### src/rtl/wb_arbiter_pkg.sv
// Shared definitions for the writeback arbiter: default widths, the zero-register
// index and the winner-source encoding used by the arbitration logic.
package wb_arbiter_pkg;

    localparam int WB_DATA_W   = 32;  // RegBus width
    localparam int WB_ADDR_W   = 5;   // RegAddrBus width
    localparam int WB_LQ_DEPTH = 2;

    // Writes to this index are architecturally discarded (x0 is hardwired to zero).
    localparam int unsigned WB_ZERO_REG = 0;

    typedef enum logic [1:0] {
        SRC_NONE = 2'd0,
        SRC_ALU  = 2'd1,
        SRC_LQ   = 2'd2
    } wb_src_e;

endpackage

### src/rtl/wb_fifo.sv
// Small synchronous FIFO holding {rd, data} load results. Head is read
// combinationally so a pushed entry can be popped on the very next edge.
module wb_fifo #(
    parameter int WIDTH = 37,
    parameter int DEPTH = 2
) (
    input  logic                     clk,
    input  logic                     rst,
    input  logic                     push,
    input  logic [WIDTH-1:0]         push_data,
    input  logic                     pop,
    output logic [WIDTH-1:0]         pop_data,
    output logic                     full,
    output logic                     empty,
    output logic [$clog2(DEPTH):0]   count
);

    localparam int PTR_W = $clog2(DEPTH);
    localparam int CNT_W = PTR_W + 1;

    logic [PTR_W-1:0] wr_ptr_reg;
    logic [PTR_W-1:0] rd_ptr_reg;
    logic [CNT_W-1:0] count_reg;
    logic [WIDTH-1:0] mem [DEPTH];
    logic             push_ok;
    logic             pop_ok;

    assign full    = (count_reg == CNT_W'(DEPTH));
    assign empty   = (count_reg == '0);
    assign count   = count_reg;
    assign push_ok = push && !full;
    assign pop_ok  = pop && !empty;

    // Storage carries no reset: an entry is only observable after it has been pushed.
    genvar gi;
    generate
        for (gi = 0; gi < DEPTH; gi++) begin : g_entry
            logic [WIDTH-1:0] entry_reg;

            always_ff @(posedge clk) begin
                if (push_ok && (wr_ptr_reg == PTR_W'(gi))) begin
                    entry_reg <= push_data;
                end
            end

            assign mem[gi] = entry_reg;
        end
    endgenerate

    assign pop_data = mem[rd_ptr_reg];

    always_ff @(posedge clk or negedge rst) begin
        if (!rst) begin
            wr_ptr_reg <= '0;
            rd_ptr_reg <= '0;
            count_reg  <= '0;
        end else begin
            if (push_ok) begin
                wr_ptr_reg <= wr_ptr_reg + PTR_W'(1);
            end
            if (pop_ok) begin
                rd_ptr_reg <= rd_ptr_reg + PTR_W'(1);
            end
            case ({push_ok, pop_ok})
                2'b10:   count_reg <= count_reg + CNT_W'(1);
                2'b01:   count_reg <= count_reg - CNT_W'(1);
                default: count_reg <= count_reg;
            endcase
        end
    end

endmodule

### src/rtl/wb_arbiter.sv
// Writeback arbiter: merges ALU results and buffered load results into one
// registered register-file write per cycle. Optional WB_STALL_CNT_EN adds stall_cnt.
module wb_arbiter
    import wb_arbiter_pkg::*;
#(
    parameter int DATA_W   = WB_DATA_W,
    parameter int ADDR_W   = WB_ADDR_W,
    parameter int LQ_DEPTH = WB_LQ_DEPTH
) (
    input  logic                        clk,
    input  logic                        rst,
    input  logic                        alu_valid,
    output logic                        alu_ready,
    input  logic [ADDR_W-1:0]           alu_rd,
    input  logic [DATA_W-1:0]           alu_data,
    input  logic                        lsu_valid,
    output logic                        lsu_ready,
    input  logic [ADDR_W-1:0]           lsu_rd,
    input  logic [DATA_W-1:0]           lsu_data,
    output logic                        write_request,
    output logic [ADDR_W-1:0]           w_addr,
    output logic [DATA_W-1:0]           w_data,
    output logic [$clog2(LQ_DEPTH):0]   lq_count
`ifdef WB_STALL_CNT_EN
    ,
    output logic [31:0]                 stall_cnt
`endif
);

    localparam int ENTRY_W = ADDR_W + DATA_W;

    logic               lq_full;
    logic               lq_empty;
    logic               lq_push;
    logic               lq_pop;
    logic [ENTRY_W-1:0] lq_head;
    logic [ADDR_W-1:0]  lq_head_rd;
    logic [DATA_W-1:0]  lq_head_data;

    logic               arb_alu_ready;
    wb_src_e            win_src;
    logic [ADDR_W-1:0]  win_rd;
    logic [DATA_W-1:0]  win_data;

    logic               write_request_reg;
    logic [ADDR_W-1:0]  w_addr_reg;
    logic [DATA_W-1:0]  w_data_reg;

    // Readiness derives from registered occupancy only, so a pop this cycle
    // never frees a slot for a same-cycle push.
    assign lq_push = lsu_valid && !lq_full;

    wb_fifo #(
        .WIDTH (ENTRY_W),
        .DEPTH (LQ_DEPTH)
    ) u_lq (
        .clk       (clk),
        .rst       (rst),
        .push      (lq_push),
        .push_data ({lsu_rd, lsu_data}),
        .pop       (lq_pop),
        .pop_data  (lq_head),
        .full      (lq_full),
        .empty     (lq_empty),
        .count     (lq_count)
    );

    assign {lq_head_rd, lq_head_data} = lq_head;

    // A full load queue takes priority so the ALU stream cannot starve loads.
    always_comb begin
        arb_alu_ready = 1'b0;
        lq_pop        = 1'b0;
        win_src       = SRC_NONE;
        if (lq_full) begin
            lq_pop  = 1'b1;
            win_src = SRC_LQ;
        end else begin
            arb_alu_ready = 1'b1;
            if (alu_valid) begin
                win_src = SRC_ALU;
            end else if (!lq_empty) begin
                lq_pop  = 1'b1;
                win_src = SRC_LQ;
            end
        end
    end

    always_comb begin
        win_rd   = '0;
        win_data = '0;
        case (win_src)
            SRC_ALU: begin
                win_rd   = alu_rd;
                win_data = alu_data;
            end
            SRC_LQ: begin
                win_rd   = lq_head_rd;
                win_data = lq_head_data;
            end
            default: begin
                win_rd   = '0;
                win_data = '0;
            end
        endcase
    end

    // Handshakes are masked while reset is asserted; the state itself is held by reset.
    assign alu_ready = rst && arb_alu_ready;
    assign lsu_ready = rst && !lq_full;

    always_ff @(posedge clk or negedge rst) begin
        if (!rst) begin
            write_request_reg <= 1'b0;
            w_addr_reg        <= '0;
            w_data_reg        <= '0;
        end else if (win_src != SRC_NONE) begin
            // x0 destinations still consume the slot but never strobe the write.
            write_request_reg <= (win_rd != ADDR_W'(WB_ZERO_REG));
            w_addr_reg        <= win_rd;
            w_data_reg        <= win_data;
        end else begin
            write_request_reg <= 1'b0;
        end
    end

    assign write_request = write_request_reg;
    assign w_addr        = w_addr_reg;
    assign w_data        = w_data_reg;

`ifdef WB_STALL_CNT_EN
    logic [31:0] stall_cnt_reg;

    always_ff @(posedge clk or negedge rst) begin
        if (!rst) begin
            stall_cnt_reg <= '0;
        end else if (alu_valid && !arb_alu_ready && (stall_cnt_reg != 32'hFFFF_FFFF)) begin
            stall_cnt_reg <= stall_cnt_reg + 32'd1;
        end
    end

    assign stall_cnt = stall_cnt_reg;
`endif

endmodule

### config.mk
export PLATFORM = sky130hd
export DESIGN_NAME = wb_arbiter
export DESIGN_NICKNAME = d
export VERILOG_FILES = /design/src/rtl/wb_arbiter_pkg.sv /design/src/rtl/wb_fifo.sv /design/src/rtl/wb_arbiter.sv
export SDC_FILE = /design/constraint.sdc
export NUM_CORES = 1
export LEC_CHECK = 0
export CAP_MARGIN = 20
export CELL_PAD_IN_SITES_DETAIL_PLACEMENT = 1
export CELL_PAD_IN_SITES_GLOBAL_PLACEMENT = 1
export CORE_MARGIN = 2
export CORE_UTILIZATION = 35
export DETAILED_ROUTE_END_ITERATION = 8
export PLACE_DENSITY = 0.78
export SLEW_MARGIN = 10
export SYNTH_ARGS = -nofsm -noshare
export SYNTH_HDL_FRONTEND = slang
export SYNTH_SLANG_ARGS = --single-unit
### constraint.sdc
create_clock -name clk -period 2.7 [get_ports clk]
set_input_delay 0.54 -clock clk [delete_from_list [all_inputs] [get_ports clk]]
set_output_delay 0.54 -clock clk [all_outputs]
set_load 0.01 [all_outputs]
==> reports/results.txt <==
CP Capture Type -> primary output
Die area -> 0.01391 sq mm
CTS sink cnt -> 116
Final hold violations -> 0
Drt drc -> 0
Hold Path Class -> in2async
I/O Buffers -> 119
Syn-to-layout area delta -> 43.51%
Number of buffers created by CTS -> 17
Tmin final -> 2.462 ns
Fin nets -> 514
Largest register FFs -> 74
Core area -> 0.01267 sq mm
Leakage -> 2.422 nW
First-pass GRT wire length -> 18720 um
Share of cells above drive strength 1 -> 10.94%
Max VDD drop -> 0.5060 mV
Clk_skew -> 0.005718 ns
Max-slew violation count -> 0
Total gr overflow -> 0
Total Neg Setup Slack -> 0 ns
Setup-failing EPs final -> 0
Min Hold Slack -> 0.2729 ns
Post-CTS setup buffers -> 0
Initial Utilization -> 35.85%
Pwr Total -> 0.007440 W
Die Ht -> 117.9 um
Arrival time of the worst setup path -> 1.92 ns
Worst reg2reg startpoint -> u_lq.count[0]
ANT cells -> 0
Final worst setup slack -> 0.2384 ns
Synth top area cells -> edfxtp_1, dfrtp_1, mux2i_1
Measured slew at the worst slew-check pin -> 0.5984 ns
Unrepaired setup endpoints after global routing -> no
FILL cells -> 1281
DIE WIDTH -> 117.9 um
Synth warnings -> 0
Sequential fraction of the synthesis area -> 72.05%
Post-Syn Area -> 0.004543 sq mm
R2R depth -> 5
Unique masters post-synth -> 25
First DRT Iteration DRCs -> 117
Pin count of the biggest net entering global routing -> 43
Avg Cell Area, Syn -> 14.70 sq um
Outcome -> completed
Placed wire-length estimate -> 7520 um
Worst-path clk slew -> 0.05 ns
Initial antenna violation count -> 1
# rows -> 41
Total GRT Usage -> 17.73%
R2R Path End -> u_lq.g_entry[0].entry_reg[9]
Pwr dens -> 1141 mW/mm^2
Syn Nets -> 388
Synth top area share -> 48.91%
H-tree depth -> 4
Max clock buf depth -> 2
DR WL/cell -> 18.59 um
Final WL -> 11520 um
Resized Gates After CTS -> 0
Register-to-register setup slack -> 0.46 ns
Maxcap violations -> 0
Worst Path Max Fanout -> 6
Clock Latency Late Sink -> 0.41 ns
Pre-CTS setup slack -> 0.4554 ns
Vias in the first global route -> 3558
Routed Antenna Nets -> 0
Max Freq -> 406.2 MHz
Number of synthesized register bits -> 116
Synth Instances -> 309
CTS tree -> built
Leading area contributor after synthesis -> edfxtp_1
Final core utilization -> 51.46%
Crit Path Class -> reg2out
Via count -> 3076
Tcrit/Tclk final -> 91.17%
CP Data Required Time -> 2.16 ns
Root Driver -> clkbuf_16
Final RePlAce weighted congestion -> 0.7208
Slew headroom -> 60.11%
Startpoint types -> flip-flop
DRT Pass-1 Iters -> 4
# IOs -> 120
DR vias/cell -> 4.961
CTS Hold Buffers Added -> 0
Worst Setup SP -> u_lq.count[0]
## area by class of cell
type	count	area, sq um	area share (%)
flip-flops and latches	116	3274	50.22
well taps	172	215.2	3.301
clock buffers	18	439.2	6.736
inverters	2	7.507	0.1151
repair buffers	129	1269	19.46
multi-input cells	169	1155	17.71
clock inverters	14	160.2	2.456
## critical path, cell delays in order, from the launching register on
cell and delay (ns):
dfrtp_1 0.53, nand2b_2 0.20, and2_1 0.21, clkdlybuf4s50_1 0.57
## through the flow
stage,cell area [sq um],cells
2_1_floorplan,4546,309
3_3_place_gp,5921,588
3_5_place_dp,5921,588
4_1_cts,6520,620
5_1_grt,6520,620
6_report,6520,620
## logic make-up (layout without fill, tap and decap cells)
kind of cell | after synthesis | in the layout | synth area share, %
adders and majority gates | 1 | 1 | 0.2754
DFF | 116 | 116 | 72.05
AOI/OAI and AO/OA | 40 | 40 | 6.858
and+or+nand+nor | 86 | 86 | 8.786
buffers and inverters | 24 | 163 | 2.919
muxes | 37 | 37 | 8.152
xor gates and xnor gates | 5 | 5 | 0.9639
## how the worst max path moves through the flow
| stage | to | slack [ns] | cells past startpoint |
|---|---|---|---|
| 2_1_floorplan | u_lq.g_entry[1].entry_reg[0] | 0.37 | 4 |
| 3_3_place_gp | u_lq.g_entry[0].entry_reg[5] | 0.59 | 5 |
| 3_5_place_dp | u_lq.g_entry[0].entry_reg[9] | 0.46 | 5 |
| 6_report | lsu_ready | 0.24 | 3 |
| 5_1_grt | lsu_ready | 0.15 | 3 |
| 4_1_cts | lsu_ready | 0.20 | 3 |
## metal layers
layer / GRT usage [%] / part of all wire (%) / vias to the layer above
met5: 0 / 0.095 / -
met4: 8.133 / 1.7 / 2
met1: 20.31 / 42 / 1558
met3: 4.457 / 3.8 / 15
met2: 31.10 / 53 / 88
li1: - / - / 1413
## cells in the final DEF (no fill, tap or decap), drive strengths merged
cell type      instances
a21boi                 1
and2                   1
and3                   1
buf                   12
bufinv                 3
clkbuf                18
clkdlybuf4s50        117
clkinv                 6
clkinvlp               4
dfrtp                 42
edfxtp                74
ha                     1
inv                    3
mux2i                 37
nand2                 38
nand2b                 1
nand3                 37
nor2                   2
nor3                   3
o211ai                38
o31ai                  1
or4                    2
or4b                   1
xnor2                  4
xor2                   1
## power breakdown
group | leakage (nW) | internal (W) | switching, W
clock | 0.283 | 0.00146 | 0.000780
sequential | 1.19 | 0.00252 | 0.000340
combinational | 0.944 | 0.00117 | 0.00117
total | 2.42 | 0.00515 | 0.00229
## synthesized netlist by cell type (all sizes together)
library cell   n
and3           1
nand2         38
or4b           1
o31ai          1
and2           1
o211ai        38
dfrtp         42
nor2           2
a21boi         1
nand2b         1
xnor2          4
edfxtp        74
or4            2
clkbuf         5
ha             1
buf           17
nand3         37
inv            2
nor3           3
mux2i         37
xor2           1
Power figures use the tool's default switching activity.
